## src/rtl/stage_4_mem_pkg.sv

```systemverilog
// stage_4_mem_pkg: shared FSM states, opcode/func_3 codes and store-side helpers for the memory stage.
package stage_4_mem_pkg;
  typedef enum logic [1:0] {S_IDLE, S_REQ, S_WAIT} state_e;
  localparam logic [6:0] OP_LOAD   = 7'b0000011;
  localparam logic [6:0] OP_STORE  = 7'b0100011;
  localparam logic [6:0] OP_BRANCH = 7'b1100011;
  localparam logic [2:0] F3_LB  = 3'b000;
  localparam logic [2:0] F3_LH  = 3'b001;
  localparam logic [2:0] F3_LW  = 3'b010;
  localparam logic [2:0] F3_LBU = 3'b100;
  localparam logic [2:0] F3_LHU = 3'b101;
  localparam logic [2:0] F3_SB  = 3'b000;
  localparam logic [2:0] F3_SH  = 3'b001;
  localparam logic [2:0] F3_SW  = 3'b010;

  function automatic logic mem_ok(input logic st, input logic [2:0] f3, input logic [1:0] a);
    logic legal;
    logic aligned;
    legal = st ? (f3 == F3_SB || f3 == F3_SH || f3 == F3_SW)
               : (f3 == F3_LB || f3 == F3_LH || f3 == F3_LW || f3 == F3_LBU || f3 == F3_LHU);
    aligned = (f3[1:0] == 2'b01) ? !a[0] : (f3[1:0] == 2'b10) ? (a == 2'b00) : 1'b1;
    return legal && aligned;
  endfunction

  function automatic logic [3:0] store_be(input logic [2:0] f3, input logic [1:0] a);
    return (f3 == F3_SB) ? 4'b0001 << a : (f3 == F3_SH) ? 4'b0011 << {a[1], 1'b0} : 4'b1111;
  endfunction

  function automatic logic [31:0] store_data(input logic [2:0] f3, input logic [31:0] rs2);
    return (f3 == F3_SB) ? {4{rs2[7:0]}} : (f3 == F3_SH) ? {2{rs2[15:0]}} : rs2;
  endfunction
endpackage

```

## src/rtl/stage_4_mem_load_align.sv

```systemverilog
// mem_load_align: picks the addressed byte/half/word of a read word and sign- or zero-extends it.
module mem_load_align
  import stage_4_mem_pkg::*;
(
  input  logic [31:0] rdata,
  input  logic [1:0]  addr_lo,
  input  logic [2:0]  func_3,
  output logic [31:0] data
);
  logic [31:0] sh;
  always_comb begin
    sh = rdata >> {addr_lo, 3'b000};
    data = (func_3 == F3_LB)  ? {{24{sh[7]}}, sh[7:0]} :
           (func_3 == F3_LH)  ? {{16{sh[15]}}, sh[15:0]} :
           (func_3 == F3_LBU) ? {24'b0, sh[7:0]} :
           (func_3 == F3_LHU) ? {16'b0, sh[15:0]} : rdata;
  end
endmodule

```

## src/rtl/stage_4_mem.sv

```systemverilog
// stage_4_mem: RV32I memory stage; passes ALU results through and runs req/gnt/rvalid loads and stores.
module stage_4_mem
  import stage_4_mem_pkg::*;
(
  input  logic        clk,
  input  logic        rst_n,
  input  logic        i_valid,
  output logic        o_ready,
  input  logic [31:0] i_alu_out,
  input  logic [31:0] i_rs_2,
  input  logic [4:0]  i_rd_num,
  input  logic [6:0]  i_opcode,
  input  logic [2:0]  i_func_3,
  input  logic        i_op_type,
  output logic        dmem_req,
  output logic        dmem_we,
  output logic [31:0] dmem_addr,
  output logic [3:0]  dmem_be,
  output logic [31:0] dmem_wdata,
  input  logic        dmem_gnt,
  input  logic        dmem_rvalid,
  input  logic [31:0] dmem_rdata,
  output logic        o_valid,
  output logic [4:0]  o_rd_num,
  output logic [31:0] o_wb_data,
  output logic        o_wb_en,
  output logic        o_fault
);
  state_e      state_q, state_d;
  logic [31:0] addr_q, addr_d, wdata_q, wdata_d, wb_data_q, wb_data_d;
  logic [3:0]  be_q, be_d;
  logic        we_q, we_d, valid_q, valid_d, wb_en_q, wb_en_d, fault_q, fault_d;
  logic [4:0]  rd_q, rd_d, o_rd_q, o_rd_d;
  logic [2:0]  f3_q, f3_d;
  logic [31:0] load_val;
  logic        is_store;

  mem_load_align u_align (
    .rdata   (dmem_rdata),
    .addr_lo (addr_q[1:0]),
    .func_3  (f3_q),
    .data    (load_val)
  );

  assign is_store   = (i_opcode == OP_STORE);
  assign o_ready    = (state_q == S_IDLE);
  assign dmem_req   = (state_q == S_REQ);
  assign dmem_we    = we_q;
  assign dmem_addr  = {addr_q[31:2], 2'b00};
  assign dmem_be    = be_q;
  assign dmem_wdata = wdata_q;
  assign o_valid    = valid_q;
  assign o_rd_num   = o_rd_q;
  assign o_wb_data  = wb_data_q;
  assign o_wb_en    = wb_en_q;
  assign o_fault    = fault_q;

  always_comb begin
    state_d   = state_q;
    addr_d    = addr_q;
    wdata_d   = wdata_q;
    be_d      = be_q;
    we_d      = we_q;
    rd_d      = rd_q;
    f3_d      = f3_q;
    o_rd_d    = o_rd_q;
    wb_data_d = wb_data_q;
    valid_d   = 1'b0;
    wb_en_d   = 1'b0;
    fault_d   = 1'b0;
    if (state_q == S_IDLE && i_valid && !i_op_type) begin
      valid_d   = 1'b1;
      o_rd_d    = i_rd_num;
      wb_data_d = i_alu_out;
      wb_en_d   = (i_rd_num != 5'd0) && (i_opcode != OP_BRANCH) && (i_opcode != OP_STORE);
    end else if (state_q == S_IDLE && i_valid) begin
      addr_d  = i_alu_out;
      wdata_d = store_data(i_func_3, i_rs_2);
      be_d    = is_store ? store_be(i_func_3, i_alu_out[1:0]) : 4'b1111;
      we_d    = is_store;
      rd_d    = i_rd_num;
      f3_d    = i_func_3;
      state_d = mem_ok(is_store, i_func_3, i_alu_out[1:0]) ? S_REQ : S_IDLE;
      valid_d = !mem_ok(is_store, i_func_3, i_alu_out[1:0]);
      fault_d = valid_d;
      o_rd_d  = valid_d ? i_rd_num : o_rd_q;
    end else if (state_q == S_REQ && dmem_gnt) begin
      state_d = we_q ? S_IDLE : S_WAIT;
      valid_d = we_q;
      o_rd_d  = we_q ? rd_q : o_rd_q;
    end else if (state_q == S_WAIT && dmem_rvalid) begin
      state_d   = S_IDLE;
      valid_d   = 1'b1;
      o_rd_d    = rd_q;
      wb_data_d = load_val;
      wb_en_d   = (rd_q != 5'd0);
    end
  end

  always_ff @(posedge clk or negedge rst_n) begin
    if (!rst_n) begin
      state_q   <= S_IDLE;
      addr_q    <= '0;
      wdata_q   <= '0;
      be_q      <= '0;
      we_q      <= 1'b0;
      rd_q      <= '0;
      f3_q      <= '0;
      o_rd_q    <= '0;
      wb_data_q <= '0;
      valid_q   <= 1'b0;
      wb_en_q   <= 1'b0;
      fault_q   <= 1'b0;
    end else begin
      state_q   <= state_d;
      addr_q    <= addr_d;
      wdata_q   <= wdata_d;
      be_q      <= be_d;
      we_q      <= we_d;
      rd_q      <= rd_d;
      f3_q      <= f3_d;
      o_rd_q    <= o_rd_d;
      wb_data_q <= wb_data_d;
      valid_q   <= valid_d;
      wb_en_q   <= wb_en_d;
      fault_q   <= fault_d;
    end
  end
endmodule

```

## config.mk

```make
export PLATFORM = sky130hd
export DESIGN_NAME = stage_4_mem
export DESIGN_NICKNAME = d
export VERILOG_FILES = /design/src/rtl/stage_4_mem_pkg.sv /design/src/rtl/stage_4_mem_load_align.sv /design/src/rtl/stage_4_mem.sv
export SDC_FILE = /design/constraint.sdc
export NUM_CORES = 1
export LEC_CHECK = 0
export ABC_CLOCK_PERIOD_IN_PS = 1400
export BUFFER_PORTS_ARGS = -buffer_cell sky130_fd_sc_hd__buf_2
export CAP_MARGIN = 20
export CORE_AREA = 3 3 131 133
export DETAILED_ROUTE_END_ITERATION = 8
export DIE_AREA = 0 0 134 136
export HOLD_SLACK_MARGIN = 0.08
export PLACE_DENSITY = 0.68
export SLEW_MARGIN = 40
export SYNTH_ARGS = -nofsm -noshare
export SYNTH_HDL_FRONTEND = slang
export SYNTH_HIERARCHICAL = 1
export SYNTH_SLANG_ARGS = --single-unit
```

## constraint.sdc

```tcl
create_clock -name clk -period 1.4 [get_ports clk]
set_input_delay 0.14 -clock clk [delete_from_list [all_inputs] [get_ports clk]]
set_output_delay 0.14 -clock clk [all_outputs]
set_load 0.02 [all_outputs]
```

==> impl_metrics.csv <==
group,metric,value,unit
placement,dp_cells,1127,
cts,htree_levels,4,
setup_path,path_class,"flop to flop",
timing,finalHoldViolCount,0,
layout,stdcell_area,11220,um2
cts,clock_latency,0.42,ns
power,total_power,20.19,mW
run_status,status,"complete, but fails checks",
power,combPwrFrac,48.6,%
layout,drive_above_1_share,54.49,%
route,drt_first_iter_violations,510,
cts,clock-sinks,119,
yosys,postSynthAreaPerCell,9.088,um2
layout,area_delta_synth_final,75.56,%
global_routing,groute.usage.overall,27.94,%
route,ant_nets,0,
timing,layout_min_cycle_time,1.610,ns
placement,portBuffers,225,
hold_path,hp-class,"primary input to flop",
power,ir_drop,0.9790,mV
placement,place_area,7943,um2
setup_path,worstReg2RegStart,"addr_q[1]$_DFFE_PN0P_",
yosys,synth.distinct_cells,51,
global_routing,grt_start_max_net_pins,62,
placement,dp_slack,-0.3306,ns
global_routing,grt_pass1_wl,39.11,mm
cts,cts-root-buf,"clkbuf_16",
yosys,synth-seq-area-share,46.61,%
setup_path,cp_max_fo,11,
route,via_per_inst,5.357,
floorplan,num_io_pins,228,
timing,timing.hold.ws,0.1229,ns
yosys,synth_top_area_cell,"dfrtp_1",
hold_path,holdCritStartpoint,"i_func_3[2]",
setup_path,path_cells,"mux2_4 > o221ai_4 > buf_12 > buf_12 > o21ai_2 > mux2i_1 > o21ai_1",
yosys,netlist_instances,703,
floorplan,core,15940,um2
global_routing,grt_util_met1,34.29,%
yosys,synth_flop_cell,"dfrtp_1",
placement,globalplace.congestion,0.9060,
yosys,yosysWarningCount,6,
timing,setup_viol,118,
setup_path,crit_path_end_kind,"flop",
yosys,synth-seq-cells,119,
layout,final_util,70.35,%
cts,cts.path.max_buffers,2,
global_routing,antenna_found_initial,0,
power,p_int,12.22,mW
setup_path,cp_slowest_cell,"dfrtp_2",
yosys,synth_area,6389,um2
yosys,synth_top_area_share,46.61,%
power,p_clk_share,23.0,%
timing,fin_setup_tns,-14.08,ns
timing,finalClockSkew,0.008020,ns
route,wl_per_cell,20.79,um
layout,n_antenna_cell,0,
power,p_sw_share,39.48,%
job,maxCapViolCount,0,
setup_path,critPathLaunch,"addr_q[1]$_DFFE_PN0P_",
timing,maxSlewViolCount,0,
placement,dp_hpwl,14.19,mm
run_status,violations,"setup timing",
setup_path,cp.required,1.70,ns
global_routing,use_met3,5.218,%
setup_path,arrival,1.91,ns
global_routing,grt_pass1_vias,7055,
cts,numCtsBuffers,17,
power,powerDensity,1800,nW/um2
setup_path,cp-start-kind,"flop",
cts,tritoncts,"done",
route,via_count,6878,
floorplan,rows,46,
power,p_seq_share,28.3,%
cts,clk_pin_slew,0.05,ns
floorplan,die_h,136,um
route,drc,0,
yosys,synthArstFlopShare,100.0,%
setup_path,critPathBufInv,2,
timing,rsz0062_at_grt,"yes",
global_routing,grt-busiest-layer,"met2",
timing,setup_ws,-0.2102,ns
timing,fmaxAchievable,0.6210,GHz
setup_path,path_common_cell,"buf_12",
route,drt-total-wl,26.70,mm
floorplan,initial_core_util,40.07,%
setup_path,critPathMaxStageDelay,0.44,ns
setup_path,cp_top_family,"multiplexers",
global_routing,met2_usage,49.33,%
global_routing,overflow,0,
power,p_sw,7.971,mW
yosys,synth_area_leaders,"dfrtp_1 (47%), nand2_1 (14%), mux2i_1 (8.8%)",
layout,fin_cells,1284,
yosys,synth_edf_count,0,
floorplan,fp.dieW,134,um
power,power.leakage,5.547,nW
floorplan,die_area,18220,um2
route,first_pass_iters,5,
layout,fin_nets,1173,
timing,fin_crit_sh,115.0,%
[cell usage in the layout, fill, tap and decap left out, types with 16 or more instances in the layout]
master,Yosys,routed
buf_12,0,24
nand2_2,0,61
o21ai_2,10,40
buf_4,34,40
clkbuf_16,0,22
mux2i_1,56,55
nand2_1,234,125
dlygate4sd3_1,0,73
dfrtp_1,119,115
buf_2,23,222
o211ai_1,16,16
buf_6,5,29
nand2_4,0,47
o21ai_1,10,41
[final cells by class]
cell class | instances | area, um2
Clock inverter | 7 | 115.1
Fill cell | 1134 | 4727
Inverter | 8 | 30.03
Timing Repair Buffer | 411 | 3520
Tap cell | 216 | 270.3
Multi-Input combinational cell | 499 | 3786
Sequential cell | 119 | 2983
Clock buffer | 24 | 511.7
[worst register-to-register path: cells and delay by family (launching register included)]
family          cells  cell delay (ns)
flops               1             0.44
buf+inv             2             0.29
compound gates      3             0.29
mux                 2             0.47
[final timing paths]
kind	endpoint	slack, ns	cells after the start
max in group asynchronous	addr_q[18]$_DFFE_PN0P_	0.67	3
min in group asynchronous	addr_q[22]$_DFFE_PN0P_	0.29	3
worst max-delay path	o_wb_data[21]$_DFFE_PN0P_	-0.21	7
worst min register to register	addr_q[8]$_DFFE_PN0P_	0.47	2
worst max register to register	o_wb_data[21]$_DFFE_PN0P_	-0.21	7
worst min-delay path	f3_q[2]$_DFFE_PN0P_	0.12	4
[cells in the mapped netlist, types with 7 or more instances]
cell type	instances
mux2_4	7
nand2_1	234
buf_4	34
nand2b_1	9
o21ai_2	10
buf_2	23
clkbuf_1	16
inv_1	7
o21ai_1	10
o21ai_0	76
a221oi_1	7
mux2i_1	56
o211ai_1	16
dfrtp_1	119
o22ai_1	8
nor2_1	8
a22oi_1	7
[power by group through the flow]
stage	Clock, mW	Sequential, mW	Combinational, mW
2_1_floorplan	0	6.40	3.87
5_1_grt	4.91	5.87	10.4
3_5_place_dp	0	5.43	7.28
6_report	4.65	5.72	9.82
4_1_cts	4.71	5.53	9.09
3_3_place_gp	0	5.40	7.17
[state kept, by name (all words and copies together), names as in the netlist]
register / flops
addr_q: 32
dmem_wdata: 32
o_wb_data: 32
o_rd_num: 5
rd_q: 5
dmem_be: 4
f3_q: 3
state_q: 2
dmem_we: 1
o_fault: 1
o_valid: 1
o_wb_en: 1
[cell families after synthesis]
| family | Yosys count | share of synthesized area, % |
|---|---|---|
| simple gates | 276 | 18.41 |
| compound gates | 149 | 14.90 |
| other cells | 1 | 0.05870 |
| xor+xnor | 1 | 0.1371 |
| flops | 119 | 46.61 |
| mux | 69 | 11.65 |
| buf+inv | 88 | 8.225 |
[routing by layer]
layer / vias up / wire, um
li1: 3083 / -
met1: 3400 / 10540
met2: 341 / 13700
met3: 54 / 1827
met4: 0 / 638
met5: - / 0
[repair_timing]
action / CTS / global route
cloned: 24 / 6
hold buffers: 73 / 0
buffers inserted: 30 / 7
endpoints found under the hold margin: 220 / 0
resized for setup: 201 / 147
pin swaps: 131 / 53
setup endpoints to repair: 117 / 119
(Power assumes the default switching activity.)
